File: src/rtl/uart_rx_frame_ctrl.sv
// UART receive-frame controller on the 2x-baud clock.
// Start/false-start, LSB-first data, optional parity, stop check, one-deep hold.
module uart_rx_frame_ctrl #(
    parameter int DATA_BITS = 8
) (
    input  logic                 clk_2br,
    input  logic                 reset,
    input  logic                 rx,
    input  logic                 par_en,
    input  logic                 par_odd,
    input  logic                 data_ready,
    input  logic                 clr_ovr,
    output logic [DATA_BITS-1:0] data_out,
    output logic                 data_valid,
    output logic                 par_err,
    output logic                 frame_err,
    output logic                 overrun,
    output logic                 busy,
    output logic                 sample
);

    localparam int CW = (DATA_BITS > 1) ? $clog2(DATA_BITS) : 1;
    localparam logic [CW-1:0] LAST_BIT = CW'(DATA_BITS - 1);

    typedef enum logic [2:0] {
        IDLE,
        START,
        DATA,
        PARITY,
        STOP,
        BRK
    } state_t;

    state_t               state;
    state_t               state_nxt;
    logic                 rx_m;
    logic                 rx_s;
    logic                 phase;
    logic                 phase_nxt;
    logic [CW-1:0]        bit_cnt;
    logic [CW-1:0]        cnt_nxt;
    logic [DATA_BITS-1:0] shift_reg;
    logic [DATA_BITS-1:0] shift_nxt;
    logic                 par_bad;
    logic                 par_bad_nxt;
    logic                 par_en_q;
    logic                 par_odd_q;
    logic                 latch_cfg;
    logic                 smp;
    logic                 done;
    logic                 stop_bad;
    logic                 load;
    logic                 drop;

    always_ff @(posedge clk_2br) begin
        if (reset) begin
            rx_m <= 1'b1;
            rx_s <= 1'b1;
        end else begin
            rx_m <= rx;
            rx_s <= rx_m;
        end
    end

    always_ff @(posedge clk_2br) begin
        if (reset) begin
            state     <= IDLE;
            phase     <= 1'b0;
            bit_cnt   <= '0;
            shift_reg <= '0;
            par_bad   <= 1'b0;
            par_en_q  <= 1'b0;
            par_odd_q <= 1'b0;
            sample    <= 1'b0;
        end else begin
            state     <= state_nxt;
            phase     <= phase_nxt;
            bit_cnt   <= cnt_nxt;
            shift_reg <= shift_nxt;
            par_bad   <= par_bad_nxt;
            sample    <= smp;
            if (latch_cfg) begin
                par_en_q  <= par_en;
                par_odd_q <= par_odd;
            end
        end
    end

    always_comb begin
        state_nxt   = state;
        phase_nxt   = phase;
        cnt_nxt     = bit_cnt;
        shift_nxt   = shift_reg;
        par_bad_nxt = par_bad;
        latch_cfg   = 1'b0;
        smp         = 1'b0;
        done        = 1'b0;
        stop_bad    = 1'b0;
        unique case (state)
            IDLE: begin
                if (!rx_s) begin
                    state_nxt   = START;
                    latch_cfg   = 1'b1;
                    par_bad_nxt = 1'b0;
                end
            end
            START: begin
                smp = 1'b1;
                if (rx_s) begin
                    state_nxt = IDLE;
                end else begin
                    state_nxt = DATA;
                    phase_nxt = 1'b0;
                    cnt_nxt   = '0;
                end
            end
            DATA: begin
                phase_nxt = ~phase;
                if (phase) begin
                    smp       = 1'b1;
                    shift_nxt = {rx_s, shift_reg[DATA_BITS-1:1]};
                    cnt_nxt   = bit_cnt + 1'b1;
                    if (bit_cnt == LAST_BIT) begin
                        state_nxt = par_en_q ? PARITY : STOP;
                    end
                end
            end
            PARITY: begin
                phase_nxt = ~phase;
                if (phase) begin
                    smp         = 1'b1;
                    par_bad_nxt = (^shift_reg) ^ rx_s ^ par_odd_q;
                    state_nxt   = STOP;
                end
            end
            STOP: begin
                phase_nxt = ~phase;
                if (phase) begin
                    smp       = 1'b1;
                    done      = 1'b1;
                    stop_bad  = ~rx_s;
                    state_nxt = rx_s ? IDLE : BRK;
                end
            end
            BRK: begin
                // hold off until the line recovers so a break is not a start
                if (rx_s) begin
                    state_nxt = IDLE;
                end
            end
            default: begin
                state_nxt = IDLE;
            end
        endcase
    end

    assign load = done && (!data_valid || data_ready);
    assign drop = done && data_valid && !data_ready;
    assign busy = (state != IDLE);

    always_ff @(posedge clk_2br) begin
        if (reset) begin
            data_out   <= '0;
            data_valid <= 1'b0;
            par_err    <= 1'b0;
            frame_err  <= 1'b0;
        end else if (load) begin
            data_out   <= shift_reg;
            data_valid <= 1'b1;
            par_err    <= par_bad & par_en_q;
            frame_err  <= stop_bad;
        end else if (data_valid && data_ready) begin
            data_valid <= 1'b0;
        end
    end

    always_ff @(posedge clk_2br) begin
        if (reset) begin
            overrun <= 1'b0;
        end else if (drop) begin
            overrun <= 1'b1;
        end else if (clr_ovr) begin
            overrun <= 1'b0;
        end
    end

endmodule
File: config.mk
export PLATFORM = sky130hd
export DESIGN_NAME = uart_rx_frame_ctrl
export DESIGN_NICKNAME = d
export VERILOG_FILES = /design/src/rtl/uart_rx_frame_ctrl.sv
export SDC_FILE = /design/constraint.sdc
export NUM_CORES = 1
export LEC_CHECK = 0
export CELL_PAD_IN_SITES_DETAIL_PLACEMENT = 1
export CELL_PAD_IN_SITES_GLOBAL_PLACEMENT = 1
export CORE_MARGIN = 2
export CORE_UTILIZATION = 36
export DETAILED_ROUTE_END_ITERATION = 16
export PLACE_DENSITY_LB_ADDON = 0.15
export SLEW_MARGIN = 20
export SYNTH_ARGS = -nofsm -noshare
export SYNTH_HDL_FRONTEND = slang
export SYNTH_SLANG_ARGS = --single-unit
File: constraint.sdc
create_clock -name clk_2br -period 1.4 [get_ports clk_2br]
set_input_delay 0.35 -clock clk_2br [delete_from_list [all_inputs] [get_ports clk_2br]]
set_output_delay 0.35 -clock clk_2br [all_outputs]
set_load 0.005 [all_outputs]
==> impl_metrics.yaml <==
setup_path:
  cp-startpoint: "state[0]$_SDFFE_PP0P_"
  cpPeakStageDelay_ps: 370
  r2r_cells: 5
  cp_cell_sequence: "buf_6 -> mux2_4 -> or3_4 -> a21bo_4 -> a21oi_2"
  cp_data_arrival_time_ps: 1720
  crit_type: "register to register"
  end_kind: "register"
  critPathSlowestCell: "or3_4"
  timing.rr.start: "state[0]$_SDFFE_PP0P_"
  start_kind: "register"
  r2r_slack_ps: -110
  required_ps: 1610
  regToRegEndpoint: "state[0]$_SDFFE_PP0P_"
  crit_end: "state[0]$_SDFFE_PP0P_"
  cp_max_fo: 5
floorplan:
  io_pins: 21
  fp.dieW_um: 69.3
  rows: 23
  dieArea_um2: 4800
  die_h_um: 69.3
  coreArea_um2: 4060
  initial_core_util_pct: 37.8
routing:
  via_per_inst: 5.12
  dr_wl_met2_um: 2050
  drt-initial-drc-count: 53
  first_pass_iters: 4
  drt-met1-wl_um: 1850
  drc: 0
  ant_nets: 0
  dr.max_layer_used: "met4"
  routed_wl_um: 4070
  via_count: 1398
  wl_per_cell_um: 14.9
  wl_met3_um: 120
sta:
  holdWs_ps: 413
  fin_ws_ps: -113
  rsz0062_at_grt: "yes"
  tightest_slew_ps: 327
  slew_headroom_pct: 78.0
  fin_crit_sh_pct: 108
  setup_viol_count_final: 16
  finalHoldViolations: 0
  drv_slew: 0
  period_minus_slack_ps: 1510
  max_freq_mhz: 661
  fin_skew_ps: 7.59
place:
  pre_cts_ws_ps: -250
  portBuffers: 20
  hpwl_um: 2780
  gp_congestion: 0.793
logic_synthesis:
  avgSynthCellArea_um2: 8.57
  synth_mux_area_share_pct: 2.77
  synth-xor-area-share_pct: 5.46
  synth_top_family_by_area: "simple AND/OR/NAND/NOR gates"
  synth_fa_ha_area_share_pct: 1.63
  ys_seq_elements: 33
  synth_simple_gate_area_share_pct: 24.8
  synth_top_area_share_pct: 43.1
  synth_ff_type: "dfxtp_1"
  synthArstFlopShare_pct: 0
  synth-edff-count: 0
  syn_inst: 179
  yosys.area.top_type: "dfxtp_1"
  synth_area_um2: 1530
  synthTopCellsByArea: "dfxtp_1 (43%), nand2_1 (8.8%), a21oi_1 (7.5%)"
  syn-num-nets: 188
  ys.warnings.count: 0
  yosysUniqueCellTypes: 47
  synth_compound_area_share_pct: 16.6
  seq_area_frac_synth_pct: 43.1
grt:
  grt_overflow: 0
  grt_pass1_vias: 1428
  grt_max_degree: 17
  grt_pass1_wl_um: 6880
  antenna_found_initial: 0
  grt_usage_pct: 18.1
layout:
  areaGrowthSynthToFinish_pct: 41.9
  layout_common_cells: "nand2_1 (35), dfxtp_1 (26), buf_4 (26)"
  final_net_count: 231
  drive_gt1_share_pct: 32.3
  antennaDiodeCount: 0
  final_common_cell: "nand2_1"
clock_network:
  htree_levels: 2
  cts_tree: "done"
  cts_root_buffer: "clkbuf_8"
  cts.sinks: 33
  clkSlewWorstSetupHoldPaths_ps: 70
  ctsHoldBuffers: 0
  cts_buffers: 5
  clkLatencyLatePin_ps: 280
  clk_path_buf_depth: 2
power:
  power_density_nw_per_um2: 920
  vdd.ir_drop.worst_mv: 0.440
  leakagePower_uw: 0.000849
status:
  violations: "negative setup slack"
  run_status: "complete, but fails checks"
hold_path:
  hold_class: "register to register"
flow_run:
  cap_violations: 0
cells in the mapped netlist (2+ instances only):
cell type	number
nand2_1	36
dfxtp_1	33
a21oi_1	23
clkbuf_1	8
nor2_1	7
nand2b_1	6
xnor2_1	6
nand3_1	5
buf_2	3
buf_6	3
o21ai_0	3
a211oi_1	2
a31oi_1	2
ha_1	2
inv_1	2
mux2_2	2
mux2i_1	2
nand3b_1	2
nor2b_1	2
o211ai_1	2
or2_2	2
where the power goes:
part           switching [µW]  total (µW)  internal (µW)  leakage [µW]
Combinational            59.7         138           78.1      0.000520
Sequential               8.63         953            945      0.000270
Clock                     331         911            580     0.0000585
Total                     400        2000           1600      0.000849
final cells by class:
| type | count | area [µm²] |
|---|---|---|
| fillers | 476 | 1880 |
| multi-input cells | 130 | 891 |
| flip-flops and latches | 33 | 674 |
| repair buffers | 50 | 425 |
| clock buffers | 7 | 86.3 |
| well taps | 50 | 62.6 |
| clock inverters | 1 | 30.0 |
| inverters | 2 | 7.51 |
layer usage:
metal / global-route usage, % / vias up
met5: 0 / -
li1: - / 704
met4: 6.54 / 0
met3: 5.38 / 5
met1: 21.8 / 671
met2: 30.4 / 18
worst min path at each step:
stage,end,slack (ps),cells after the start,start
floorplan,rx_s$_SDFF_PP1_,390,1,rx_m$_SDFF_PP1_
CTS,rx_s$_SDFF_PP1_,410,1,rx_m$_SDFF_PP1_
global route,rx_s$_SDFF_PP1_,420,1,rx_m$_SDFF_PP1_
global placement,rx_s$_SDFF_PP1_,400,1,rx_m$_SDFF_PP1_
finish,rx_s$_SDFF_PP1_,410,1,rx_m$_SDFF_PP1_
detailed placement,rx_s$_SDFF_PP1_,400,1,rx_m$_SDFF_PP1_
critical path, delay by kind of cell (launching register included):
| family | cells | cell delay, ps |
|---|---|---|
| AO/OA/AOI/OAI | 2 | 330 |
| buffers and inverters | 1 | 120 |
| flip-flops | 1 | 340 |
| multiplexers | 1 | 290 |
| AND/OR/NAND/NOR | 1 | 370 |
metrics by stage:
step / area (µm²) / power [µW] / TNS, ps / util (%) / cells
floorplan: 1540 / 1040 / -37.1 / - / 179
global placement: 1920 / 1090 / -2620 / 47.4 / 262
detailed placement: 1920 / 1090 / -3500 / 47.4 / 262
CTS: 2120 / 2030 / -1050 / 52.2 / 272
global route: 2180 / 2090 / -2470 / 53.7 / 273
finish: 2180 / 2000 / -981 / 53.7 / 273
kinds of logic after synthesis:
logic type,after synthesis
mux,4
flops,33
compound gates,42
buf+inv,16
fa+ha+maj,2
xor+xnor,8
simple gates,74
repair_timing:
item / in CTS / in global routing
gates resized for setup: 41 / 13
buffers inserted: 2 / 1
pin swaps: 9 / 5
setup endpoints to repair: 40 / 28
Power figures use the tool's default switching activity.
